`src/rtl/spi_slave.sv`:
```
`timescale 1ns/1ps
// spi_slave: SPI responder that oversamples SCLK/MOSI/SS in the clk domain.
// Received words leave on a valid/ready stream. Words to send arrive on a
// valid/ready stream.
// Optional status flags (overrun/underrun/status_clr) are built when
// SPI_SLAVE_STATUS_EN is defined.
//
// state  | meaning
// -------+---------------------------------------------------------------
// IDLE   | ssn high, waiting for a synced ssn falling edge
// ACTIVE | frame in progress; SCLK edges shift rx/tx, MISO driven
// ABORT  | after reset: wait for the synchronisers to flush, then wait for
//        | ssn high so a frame already in flight is never received

module spi_slave #(
    parameter int          DW            = 8,
    parameter bit          CPOL          = 1'b0,
    parameter bit          CPHA          = 1'b0,
    parameter logic [DW-1:0] UNDERRUN_WORD = '0
) (
    input  logic          clk,
    input  logic          rst,
    input  logic          sclk_i,
    input  logic          mosi_i,
    input  logic          ssn_i,
    output logic          miso_o,
    output logic          miso_tn,
    output logic [DW-1:0] rx_data,
    output logic          rx_valid,
    input  logic          rx_ready,
    input  logic [DW-1:0] tx_data,
    input  logic          tx_valid,
    output logic          tx_ready,
`ifdef SPI_SLAVE_STATUS_EN
    input  logic          status_clr,
    output logic          overrun,
    output logic          underrun,
`endif
    output logic          busy
);

    localparam int CW = (DW > 2) ? $clog2(DW) : 1;

    typedef enum logic [1:0] {
        ST_IDLE   = 2'd0,
        ST_ACTIVE = 2'd1,
        ST_ABORT  = 2'd2
    } state_t;

    state_t          state;
    state_t          state_nxt;

    logic            sclk_s1, sclk_s2, sclk_s3;
    logic            ssn_s1, ssn_s2, ssn_s3;
    logic            mosi_s1, mosi_s2;
    logic [1:0]      settle;

    logic [CW-1:0]   cnt;
    logic [DW-2:0]   rx_sh;
    logic [DW-1:0]   rx_word;
    logic [DW-1:0]   tx_sh;
    logic [DW-1:0]   tx_sh_nxt;

    logic            active;
    logic            sclk_edge;
    logic            lead_edge;
    logic            trail_edge;
    logic            sample_edge;
    logic            drive_edge;
    logic            ssn_fall;
    logic            enter_active;
    logic            leave_active;
    logic            word_done;
    logic            load;

    // Two-flop synchronisers; SCLK and SSN get a third flop for edge detect.
    always_ff @(posedge clk) begin
        if (rst) begin
            sclk_s1 <= CPOL;
            sclk_s2 <= CPOL;
            sclk_s3 <= CPOL;
            ssn_s1  <= 1'b1;
            ssn_s2  <= 1'b1;
            ssn_s3  <= 1'b1;
            mosi_s1 <= 1'b0;
            mosi_s2 <= 1'b0;
        end else begin
            sclk_s1 <= sclk_i;
            sclk_s2 <= sclk_s1;
            sclk_s3 <= sclk_s2;
            ssn_s1  <= ssn_i;
            ssn_s2  <= ssn_s1;
            ssn_s3  <= ssn_s2;
            mosi_s1 <= mosi_i;
            mosi_s2 <= mosi_s1;
        end
    end

    // Post-reset hold-off until the synchronisers carry real pin values.
    always_ff @(posedge clk) begin
        if (rst) begin
            settle <= 2'd3;
        end else if (settle != 2'd0) begin
            settle <= settle - 2'd1;
        end
    end

    assign active       = (state == ST_ACTIVE);
    assign sclk_edge    = active && (sclk_s2 != sclk_s3);
    assign lead_edge    = sclk_edge && (sclk_s2 != CPOL);
    assign trail_edge   = sclk_edge && (sclk_s2 == CPOL);
    assign sample_edge  = CPHA ? trail_edge : lead_edge;
    assign drive_edge   = CPHA ? lead_edge : trail_edge;
    assign ssn_fall     = !ssn_s2 && ssn_s3;
    assign enter_active = (state == ST_IDLE) && (state_nxt == ST_ACTIVE);
    assign leave_active = active && (state_nxt != ST_ACTIVE);
    assign word_done    = sample_edge && (cnt == CW'(DW - 1));
    assign rx_word      = {rx_sh, mosi_s2};

    // CPHA=0 must present the first bit before the first SCLK edge, so it
    // also loads when the frame opens.
    assign load = !rst && (((CPHA == 1'b0) && enter_active) ||
                           (drive_edge && (cnt == '0)));

    // State register.
    always_ff @(posedge clk) begin
        if (rst) begin
            state <= ST_ABORT;
        end else begin
            state <= state_nxt;
        end
    end

    // Next-state decode.
    always_comb begin
        state_nxt = state;
        case (state)
            ST_IDLE: begin
                if (ssn_fall) begin
                    state_nxt = ST_ACTIVE;
                end
            end
            ST_ACTIVE: begin
                if (ssn_s2) begin
                    state_nxt = ST_IDLE;
                end
            end
            ST_ABORT: begin
                if ((settle == 2'd0) && ssn_s2 && ssn_s3) begin
                    state_nxt = ST_IDLE;
                end
            end
            default: begin
                state_nxt = ST_IDLE;
            end
        endcase
    end

    // Next transmit shift value; MISO is registered from it so the new bit
    // appears in the same cycle the shift register updates.
    always_comb begin
        tx_sh_nxt = tx_sh;
        if (load) begin
            tx_sh_nxt = tx_valid ? tx_data : UNDERRUN_WORD;
        end else if (drive_edge) begin
            tx_sh_nxt = {tx_sh[DW-2:0], 1'b0};
        end
    end

    // Bit counter, shift registers and the rx stream register.
    always_ff @(posedge clk) begin
        if (rst) begin
            cnt      <= '0;
            rx_sh    <= '0;
            tx_sh    <= '0;
            miso_o   <= 1'b0;
            rx_data  <= '0;
            rx_valid <= 1'b0;
        end else begin
            tx_sh  <= tx_sh_nxt;
            miso_o <= tx_sh_nxt[DW-1];

            if (enter_active || leave_active) begin
                cnt <= '0;
            end else if (sample_edge) begin
                cnt <= word_done ? '0 : cnt + CW'(1);
            end

            if (sample_edge) begin
                rx_sh <= rx_word[DW-2:0];
            end

            // A completing word always wins; it also overwrites unread data.
            if (word_done) begin
                rx_data  <= rx_word;
                rx_valid <= 1'b1;
            end else if (rx_valid && rx_ready) begin
                rx_valid <= 1'b0;
            end
        end
    end

    assign tx_ready = load;
    assign busy     = active;
    assign miso_tn  = !active;

`ifdef SPI_SLAVE_STATUS_EN
    logic overrun_set;
    logic underrun_set;

    assign overrun_set  = word_done && rx_valid && !rx_ready;
    assign underrun_set = load && !tx_valid;

    // Sticky error flags; a new event in the clear cycle keeps the flag set.
    always_ff @(posedge clk) begin
        if (rst) begin
            overrun  <= 1'b0;
            underrun <= 1'b0;
        end else begin
            if (overrun_set) begin
                overrun <= 1'b1;
            end else if (status_clr) begin
                overrun <= 1'b0;
            end
            if (underrun_set) begin
                underrun <= 1'b1;
            end else if (status_clr) begin
                underrun <= 1'b0;
            end
        end
    end
`endif

endmodule

```
`config.mk`:
```
export PLATFORM = sky130hd
export DESIGN_NAME = spi_slave
export DESIGN_NICKNAME = d
export VERILOG_FILES = /design/src/rtl/spi_slave.sv
export SDC_FILE = /design/constraint.sdc
export NUM_CORES = 1
export LEC_CHECK = 0
export CAP_MARGIN = 20
export CORE_ASPECT_RATIO = 1.2
export CORE_MARGIN = 4
export CORE_UTILIZATION = 25
export CTS_BUF_LIST = sky130_fd_sc_hd__clkbuf_16
export DETAILED_ROUTE_END_ITERATION = 7
export PLACE_DENSITY = 0.4
export SLEW_MARGIN = 20
export SYNTH_ARGS = -nofsm -noshare
export SYNTH_HDL_FRONTEND = slang
export SYNTH_SLANG_ARGS = --single-unit
```
`constraint.sdc`:
```
create_clock -name clk -period 2.77 [get_ports clk]
set_clock_uncertainty 0.05 [all_clocks]
set_input_delay 0.277 -clock clk [delete_from_list [all_inputs] [get_ports clk]]
set_output_delay 0.277 -clock clk [all_outputs]
set_load 0.02 [all_outputs]
```
==> flow_summary.json <==
{
  "vias": 1249,
  "place_ws_ns": 0.594,
  "finalHoldViolations": 0,
  "grt_max_degree": 37,
  "cp_max_fo": 9,
  "die_w_microns": 80.1,
  "syn_to_final_growth_pct": 31.8,
  "met1_length_microns": 1430,
  "yosys-top-cells-area": "dfxtp_1 (50%), a21oi_1 (8.7%), nand2_1 (7.2%)",
  "critPathKind": "reg -> out",
  "holdCritPathClass": "reg -> reg",
  "n_fill_cell": 659,
  "rsz0062_at_grt": "no",
  "fin_ws_ns": 0.308,
  "postCtsSetupRepairBufs": 0,
  "setup_viol": 0,
  "postCtsHoldBufs": 0,
  "path_cells": "inv_1 -> ha_1 -> nor2b_1 -> a21oi_2 -> nor2_1 -> clkdlybuf4s50_1",
  "top_layer_used": "met4",
  "final.setup.tns_ns": 0,
  "yosysUniqueCellTypes": 29,
  "grt_pass1_wl_microns": 5460,
  "cts.clk_slew.worst_paths_ns": 0.05,
  "critPathCaptureType": "output pin",
  "drv_slew": 0,
  "ant_nets": 0,
  "async_flop_share_pct": 0,
  "maxCapViolCount": 0,
  "post_cts_resized": 0,
  "die_h_microns": 94.5,
  "startpoint_type": "register",
  "status": "finished clean",
  "critPathMaxStageDelay_ns": 0.64,
  "synth_most_common_cell": "dfxtp_1",
  "synth_ff_type": "dfxtp_1",
  "arrival_ns": 2.13,
  "synth-seq-area-share_pct": 50.1,
  "finalCriticalPeriod_ns": 2.46,
  "grt_pass1_vias": 1174,
  "synth_fp_nets": 195,
  "gr-total-overflow": 0,
  "htree_levels": 2,
  "cts_sinks": 39,
  "rows": 31,
  "grtUsageTotal_pct": 9.67,
  "start_util_pct": 25.8,
  "avgViaCountPerCell": 4.41,
  "final_nets": 219,
  "p_per_area_mw_per_mm2": 624,
  "netlist_instances": 176,
  "crit_path_top_delay_cell": "clkdlybuf4s50_1",
  "vdd_drop_max_mv": 0.237,
  "finalCritPeriodShare_pct": 88.9,
  "cts-root-buf": "clkbuf_16",
  "cts_made_buffers": 5,
  "slew_headroom_pct": 68.7,
  "antenna_found_initial": 0,
  "core_area_sq_mm": 0.00605,
  "drt_iter0_markers": 48,
  "power_leakage_nw": 0.705,
  "cts_tree": "done",
  "drive_gt1_share_pct": 9.95,
  "netlist_area_sq_mm": 0.00156,
  "clk_path_buf_depth": 2,
  "tightest_slew_ns": 0.463,
  "n_antenna_cell": 0,
  "synth_top_area_share_pct": 50.1,
  "routed_wl_microns": 3310,
  "wl_met2_microns": 1620,
  "synth_seq_cells": 39,
  "routedWlPerCell_microns": 11.7,
  "dr.pass1.iters": 4,
  "yosys_warnings": 0,
  "portBuffers": 27,
  "hpwl_microns": 2360,
  "synth.avg_cell_area_sq_um": 8.86,
  "yosysTopAreaCell": "dfxtp_1",
  "met3_length_microns": 149,
  "dieArea_sq_mm": 0.00757,
  "yosys-top-cells-count": "dfxtp_1 (39), nand2_1 (30), a21oi_1 (27), nand3_1 (10)",
  "fmax_ghz": 0.406,
  "gp_congestion": 0.730,
  "clock_latency_ns": 0.28,
  "drcViolationCount": 0,
  "synth_edf_count": 0,
  "cp.required_ns": 2.44,
  "io_pins": 28
}
[path summary, 6_finish.rpt]
| check | end | startpoint | slack (ns) | cells past startpoint |
|---|---|---|---|---|
| min reg2reg | ssn_s2$_SDFF_PP1_ | ssn_s1$_SDFF_PP1_ | 0.36 | 1 |
| max | tx_ready | cnt[0]$_SDFFE_PP0P_ | 0.31 | 6 |
| min | ssn_s2$_SDFF_PP1_ | ssn_s1$_SDFF_PP1_ | 0.36 | 1 |
| max reg2reg | tx_sh[0]$_SDFFE_PP0P_ | cnt[0]$_SDFFE_PP0P_ | 1.11 | 6 |
[report_power, final]
group | switching (W) | total (W) | internal (W)
registers | 0.00000846 | 0.000584 | 0.000576
clock network | 0.000212 | 0.000632 | 0.000419
logic | 0.0000267 | 0.0000655 | 0.0000387
[cell type report]
type / count / area (sq um) / area share, %
Timing Repair Buffer: 28 / 278 / 13.5
Multi-Input combinational cell: 120 / 707 / 34.4
Sequential cell: 39 / 781 / 38.0
Tap cell: 82 / 103 / 4.99
Clock inverter: 3 / 38.8 / 1.89
Inverter: 6 / 22.5 / 1.10
Clock buffer: 5 / 125 / 6.09
[registers in the layout, summed over array words and instances, names as in the netlist]
| register | cells |
|---|---|
| ssn_s1 | 1 |
| sclk_s2 | 1 |
| tx_sh | 7 |
| rx_data | 8 |
| ssn_s3 | 1 |
| mosi_s2 | 1 |
| sclk_s1 | 1 |
| mosi_s1 | 1 |
| state | 2 |
| settle | 2 |
| ssn_s2 | 1 |
| rx_sh | 7 |
| rx_valid | 1 |
| sclk_s3 | 1 |
| miso_o | 1 |
| cnt | 3 |
[critical path, delay by kind of cell, from the launching register on]
kind	cells	cell delay, ns
adders and majority gates	1	0.13
AOI/OAI and AO/OA	1	0.19
buffers and inverters	2	0.70
DFF	1	0.33
and+or+nand+nor	2	0.51
[per-stage QoR]
step	hold slack, ns	power, W	instances	utilization [%]	area (sq um)
after floorplan	0.331	0.000633	176	-	1560
after global placement	0.347	0.000661	275	31.2	1890
after detailed placement	0.349	0.000663	275	31.2	1890
after CTS	0.362	0.00130	283	34.0	2050
after global routing	0.377	0.00134	283	34.0	2050
final	0.357	0.00128	283	34.0	2050
[cell families (layout without fill, tap and decap cells)]
kind of cell,after synthesis,count (layout),synth area share [%]
simple gates,73,73,25.4
compound gates,39,39,14.1
flops,39,39,50.1
buf+inv,17,42,4.57
fa+ha+maj,4,4,3.21
mux,3,3,2.09
xor+xnor,1,1,0.562
[cells in the final DEF, fill, tap and decap left out, drive strengths merged, types with 5 or more instances in the layout]
master and n:
nand2 30, clkdlybuf4s50 27, nand3b 6, clkbuf 5, dfxtp 39, nand3 10, or3 5, nor2b 6
inv 6, a21oi 28
[per-layer routing]
layer  vias to the layer above  GRT usage, %
li1                        647             -
met1                       572          10.2
met2                        23          16.2
met3                         7          3.34
met4                         0          6.20
met5                         -             0
No activity file was read; power rests on OpenSTA's default activity.
